`src/rtl/alu_mc.sv`:
```
// Multi-cycle ALU: single-cycle logic/arith ops, iterative shift-add multiply
// and restoring shift-subtract divide, sequenced by an IDLE/CALC/DONE FSM.
module alu_mc #(
   parameter int WIDTH = 32
) (
   input  logic             clk,
   input  logic             rst,
   input  logic             start,
   input  logic [3:0]       ALUctr,
   input  logic [WIDTH-1:0] busA,
   input  logic [WIDTH-1:0] busB,
   output logic             busy,
   output logic             done,
   output logic [WIDTH-1:0] ALUresult,
   output logic [WIDTH-1:0] ALUresultHi,
   output logic             Zero,
   output logic             Overflow
);
   // state | meaning
   // IDLE  | waiting for start
   // CALC  | one multiply/divide iteration per cycle
   // DONE  | results valid, done pulses for this cycle
   typedef enum logic [1:0] {IDLE, CALC, DONE} state_t;

   localparam logic [3:0] OP_ADD   = 4'b0000;
   localparam logic [3:0] OP_ADDU  = 4'b0001;
   localparam logic [3:0] OP_SUB   = 4'b0010;
   localparam logic [3:0] OP_SUBU  = 4'b0011;
   localparam logic [3:0] OP_OR    = 4'b0100;
   localparam logic [3:0] OP_AND   = 4'b0101;
   localparam logic [3:0] OP_XOR   = 4'b0110;
   localparam logic [3:0] OP_SLT   = 4'b0111;
   localparam logic [3:0] OP_SLTU  = 4'b1000;
   localparam logic [3:0] OP_MULTU = 4'b1001;
   localparam logic [3:0] OP_DIVU  = 4'b1010;

   localparam int CNT_W = $clog2(WIDTH);
   localparam logic [CNT_W-1:0] LAST = CNT_W'(WIDTH - 1);

   state_t           state, state_nxt;
   logic [CNT_W-1:0] cnt;
   logic             op_mul;
   logic [WIDTH-1:0] opnd;
   logic [WIDTH-1:0] wk_hi, wk_lo;
   logic [WIDTH-1:0] step_hi, step_lo;
   logic [WIDTH-1:0] add_res, sub_res, sc_res;
   logic             sc_ovf;
   logic [WIDTH:0]   mul_sum, div_sh;
   logic [WIDTH-1:0] div_rem;
   logic             div_ge;
   logic             accept, iter_op, last_iter;

   assign accept    = start && (state == IDLE);
   assign iter_op   = (ALUctr == OP_MULTU) || (ALUctr == OP_DIVU);
   assign last_iter = (state == CALC) && (cnt == LAST);
   assign add_res   = busA + busB;
   assign sub_res   = busA - busB;

   always_ff @(posedge clk or posedge rst) begin
      if (rst) state <= IDLE;
      else     state <= state_nxt;
   end

   always_comb begin
      state_nxt = state;
      case (state)
         IDLE:    if (start) state_nxt = iter_op ? CALC : DONE;
         CALC:    if (cnt == LAST) state_nxt = DONE;
         DONE:    state_nxt = IDLE;
         default: state_nxt = IDLE;
      endcase
   end

   always_comb begin
      busy = (state != IDLE);
      done = (state == DONE);
   end

   always_comb begin
      sc_res = '0;
      sc_ovf = 1'b0;
      case (ALUctr)
         OP_ADD: begin
            sc_res = add_res;
            sc_ovf = (busA[WIDTH-1] == busB[WIDTH-1]) && (add_res[WIDTH-1] != busA[WIDTH-1]);
         end
         OP_ADDU: sc_res = add_res;
         OP_SUB: begin
            sc_res = sub_res;
            sc_ovf = (busA[WIDTH-1] != busB[WIDTH-1]) && (sub_res[WIDTH-1] != busA[WIDTH-1]);
         end
         OP_SUBU: sc_res = sub_res;
         OP_OR:   sc_res = busA | busB;
         OP_AND:  sc_res = busA & busB;
         OP_XOR:  sc_res = busA ^ busB;
         OP_SLT:  sc_res = {{(WIDTH-1){1'b0}}, ($signed(busA) < $signed(busB))};
         OP_SLTU: sc_res = {{(WIDTH-1){1'b0}}, (busA < busB)};
         default: sc_res = '0;
      endcase
   end

   // wk_hi: product high half / partial remainder; wk_lo: multiplier / quotient
   always_comb begin
      mul_sum = {1'b0, wk_hi} + ({1'b0, opnd} & {(WIDTH+1){wk_lo[0]}});
      div_sh  = {wk_hi, wk_lo[WIDTH-1]};
      div_ge  = div_sh >= {1'b0, opnd};
      div_rem = div_sh[WIDTH-1:0] - opnd;
      if (op_mul) begin
         step_hi = mul_sum[WIDTH:1];
         step_lo = {mul_sum[0], wk_lo[WIDTH-1:1]};
      end else begin
         step_hi = div_ge ? div_rem : div_sh[WIDTH-1:0];
         step_lo = {wk_lo[WIDTH-2:0], div_ge};
      end
   end

   always_ff @(posedge clk or posedge rst) begin
      if (rst) begin
         cnt         <= '0;
         op_mul      <= 1'b0;
         opnd        <= '0;
         wk_hi       <= '0;
         wk_lo       <= '0;
         ALUresult   <= '0;
         ALUresultHi <= '0;
         Zero        <= 1'b0;
         Overflow    <= 1'b0;
      end else if (accept) begin
         cnt    <= '0;
         op_mul <= (ALUctr == OP_MULTU);
         opnd   <= (ALUctr == OP_MULTU) ? busA : busB;
         wk_hi  <= '0;
         wk_lo  <= (ALUctr == OP_MULTU) ? busB : busA;
         if (!iter_op) begin
            ALUresult   <= sc_res;
            ALUresultHi <= '0;
            Zero        <= (sc_res == '0);
            Overflow    <= sc_ovf;
         end
      end else if (state == CALC) begin
         cnt   <= cnt + 1'b1;
         wk_hi <= step_hi;
         wk_lo <= step_lo;
         if (last_iter) begin
            ALUresult   <= step_lo;
            ALUresultHi <= step_hi;
            Zero        <= (step_lo == '0);
            Overflow    <= 1'b0;
         end
      end
   end
endmodule

```
`config.mk`:
```
export PLATFORM = sky130hd
export DESIGN_NAME = alu_mc
export DESIGN_NICKNAME = d
export VERILOG_FILES = /design/src/rtl/alu_mc.sv
export SDC_FILE = /design/constraint.sdc
export NUM_CORES = 1
export LEC_CHECK = 0
export CAP_MARGIN = 20
export CORE_MARGIN = 2
export CORE_UTILIZATION = 62
export CTS_BUF_LIST = sky130_fd_sc_hd__clkbuf_8
export CTS_CLUSTER_SIZE = 14
export DETAILED_ROUTE_END_ITERATION = 10
export PLACE_DENSITY = 0.84
export SYNTH_ARGS = -nofsm -noshare
export SYNTH_HDL_FRONTEND = slang
export SYNTH_SLANG_ARGS = --single-unit
```
`constraint.sdc`:
```
create_clock -name clk -period 8.2 [get_ports clk]
set_input_delay 1.64 -clock clk [delete_from_list [all_inputs] [get_ports clk]]
set_output_delay 1.64 -clock clk [all_outputs]
set_load 0.05 [all_outputs]
```
==> results.toml <==
[run_status]
status = "finished clean"

[pwr]
leakage_nw = 8.567
clockPowerShare_pct = 16.1
finalPower_w = 0.003757
pwr_density_cell_nw_per_um2 = 196.7
vdd_drop_max_mv = 0.1508
sw_frac_of_total_pct = 47.20
intPower_w = 0.001983
combPwrFrac_pct = 52.9
switching_power_w = 0.001773
power.share.sequential_pct = 31.0

[sta]
finalMaxSlewViolations = 0
totalNegativeSetupSlack_ns = 0
worst_clock_skew_ns = 0.01685
grt_setup_unrepaired = "false"
hold_viol = 0
setup_ws_ns = 2.678
hold_ws_ns = 0.4821
slew_headroom_pct = 29.96
period_share_pct = 67.34
max_slew.worst_pin.slew_ns = 1.047
max_freq_ghz = 0.1811
finalSetupViolCount = 0
fin_crit_ns = 5.522

[layout]
layout-drive-gt1-share_pct = 3.669
nFillCells = 2211
area_delta_synth_final_pct = 11.03
multi_input_area_sq_um = 11870
n_antenna_cell = 0
final_nets = 2558
ff_latch_area_sq_um = 4255

[clock_tree]
cts.sinks = 170
cts_made_buffers = 17
clk_pin_slew_ns = 0.10
post_cts_buffers = 0
cts-htree-levels = 4
root_buffer = "clkbuf_8"
cts.path.max_buffers = 2
cts_resized = 0
cts_tree = "built"
hold_buffers = 0
clkLatencyLatePin_ns = 0.48

[floorplan]
rows = 60
die_h_um = 170.6
die_w_um = 170.6
die-area_sq_um = 29090
coreArea_sq_um = 27100
initial_core_util_pct = 63.47
top_level_ports = 139

[yosys]
synth_edf_count = 0
synthCells = 2272
yosysMostFrequentCell = "nand2_1"
synth.area.top_cells = "dfrtp_1 (25%), ha_1 (13%), a21oi_1 (6.5%), nand2_1 (5.5%), o21ai_0 (5.2%)"
syn_area_sq_um = 17200
synth-main-ff-cell = "dfrtp_1"
yosysWarnings = 0
synth_top_area_cell = "dfrtp_1"
synth_commonest_cells = "nand2_1 (250), a21oi_1 (222), ha_1 (179), o21ai_0 (179)"
synthArstFlopShare_pct = 100.0
yosysTopAreaCellShare_pct = 24.73
ys_seq_elements = 170
avgSynthCellArea_sq_um = 7.571
syn_nets = 2526
synth_cell_type_count = 86
seq_area_frac_synth_pct = 24.73

[grt]
grt_pass1_wl_mm = 84.99
antenna_found_initial = 0
grt_pass1_vias = 15960
track_usage_pct = 36.89
grt_overflow = 0
grt_start_max_net_pins = 98

[min_path]
min_from = "ALUresultHi[1]"
min_path_type = "reg2reg"
hold_end = "ALUresultHi[1]"
min_path_cells = 2

[detailed_routing]
wl_per_cell_um = 20.26
num_vias = 17600
dr.pass1.iters = 6
via_per_inst = 6.545
drt-total-wl_mm = 54.48
drc = 0
final_antenna_net_count = 0
drt_iter0_markers = 2207

[worst_setup_path]
rr_startpoint = "wk_hi[1]"
worstPathArrival_ns = 5.95
r2r_cells = 14
cp_max_fo = 4
end_kind = "flop"
startpoint = "busA[0]"
rrSetupSlack_ns = 3.60
critPathKind = "in2reg"
r2r-end = "Zero"
cp.required_ns = 8.62
cp-start-kind = "input pin"

[place]
port-buffer-count = 138
dp.final_hpwl_mm = 40.99
routabilityCongestion = 1.023
place_ws_ns = 2.311

[flow_run]
drv_cap = 0
-- cell families (layout without fill, tap and decap cells) --
group / after synthesis / count (layout) / synth area share [%]
xor gates and xnor gates: 78 / 78 / 4.059
AOI/OAI and AO/OA: 802 / 802 / 29.01
adders and majority gates: 183 / 183 / 13.49
DFF: 170 / 170 / 24.73
muxes: 68 / 68 / 4.023
buffers and inverters: 292 / 337 / 6.489
and+or+nand+nor: 679 / 679 / 18.20
-- cell type report --
type / count / share of cell area, %
Tap cell: 372 / 2.437
Timing Repair Buffer: 158 / 8.164
Clock inverter: 15 / 0.8124
Inverter: 147 / 2.916
Sequential cell: 170 / 22.28
Multi-Input combinational cell: 1810 / 62.16
Clock buffer: 17 / 1.225
-- worst max-delay path, stage by stage --
cell and delay [ns]:
clkdlybuf4s50_1 0.51, ha_1 0.31, fa_1 0.43, a211o_1 0.31, a21oi_1 0.22, o31ai_1 0.20, a21oi_1 0.27, o21ai_1 0.17
a2111oi_0 0.50, a21oi_1 0.09, mux2_1 0.29, o221ai_1 0.11, or4_1 0.43, nor4b_2 0.30, a31o_1 0.17
-- per-stage QoR --
step / cells / instance area, sq um / utilization [%]
6_report: 2689 / 19100 / 70.47
5_1_grt: 2689 / 19100 / 70.47
4_1_cts: 2688 / 19070 / 70.36
3_5_place_dp: 2656 / 18680 / 68.93
3_3_place_gp: 2656 / 18680 / 68.93
2_1_floorplan: 2272 / 17200 / -
-- worst max path at each step --
stage / endpoint / slack [ns]
6_report: Zero / 2.68
5_1_grt: Zero / 2.45
4_1_cts: Zero / 2.81
3_5_place_dp: Zero / 2.31
3_3_place_gp: Zero / 2.47
2_1_floorplan: ALUresultHi[0] / 1.96
-- flip-flops by register name (all words and copies together), names as in the netlist --
name	count
state	2
Overflow	1
op_mul	1
cnt	5
wk_lo	32
ALUresultHi	32
wk_hi	32
Zero	1
ALUresult	32
opnd	32
-- routing by layer --
metal  up-vias  GRT usage [%]  routed length, um
met1      8320          51.35              23030
met5         -              0                  0
met3       154          6.269               5244
li1       8189              -                  -
met2       937          57.72              24310
met4         0          13.38               1892
-- layout by cell type, fill, tap and decap left out, drive strengths merged, types with 7 or more instances in the layout --
| cell type | count |
|---|---|
| nand2 | 250 |
| o21ai | 249 |
| a21oi | 222 |
| ha | 179 |
| nor2 | 170 |
| dfrtp | 170 |
| inv | 155 |
| clkdlybuf4s50 | 137 |
| a211oi | 65 |
| mux2i | 62 |
| xnor2 | 61 |
| nand3 | 53 |
| o211ai | 47 |
| a21o | 47 |
| and2 | 42 |
| nor3 | 34 |
| nand4 | 26 |
| nor2b | 24 |
| buf | 21 |
| a31oi | 19 |
| nand2b | 19 |
| and3 | 18 |
| xor2 | 17 |
| o21a | 17 |
| clkbuf | 17 |
| o21bai | 15 |
| a22oi | 13 |
| o31ai | 12 |
| or3 | 12 |
| nor4 | 12 |
| o22ai | 10 |
| a221oi | 9 |
| a221o | 8 |
| o311ai | 8 |
| o41ai | 7 |
| a2111oi | 7 |
-- power groups by stage --
stage	Combinational (W)	Clock, W	Sequential [W]
3_3_place_gp	0.00190	0	0.00116
4_1_cts	0.00195	0.000610	0.00116
5_1_grt	0.00215	0.000643	0.00118
6_report	0.00199	0.000605	0.00116
3_5_place_dp	0.00194	0	0.00117
2_1_floorplan	0.00119	0	0.00135
(Power assumes the default switching activity.)
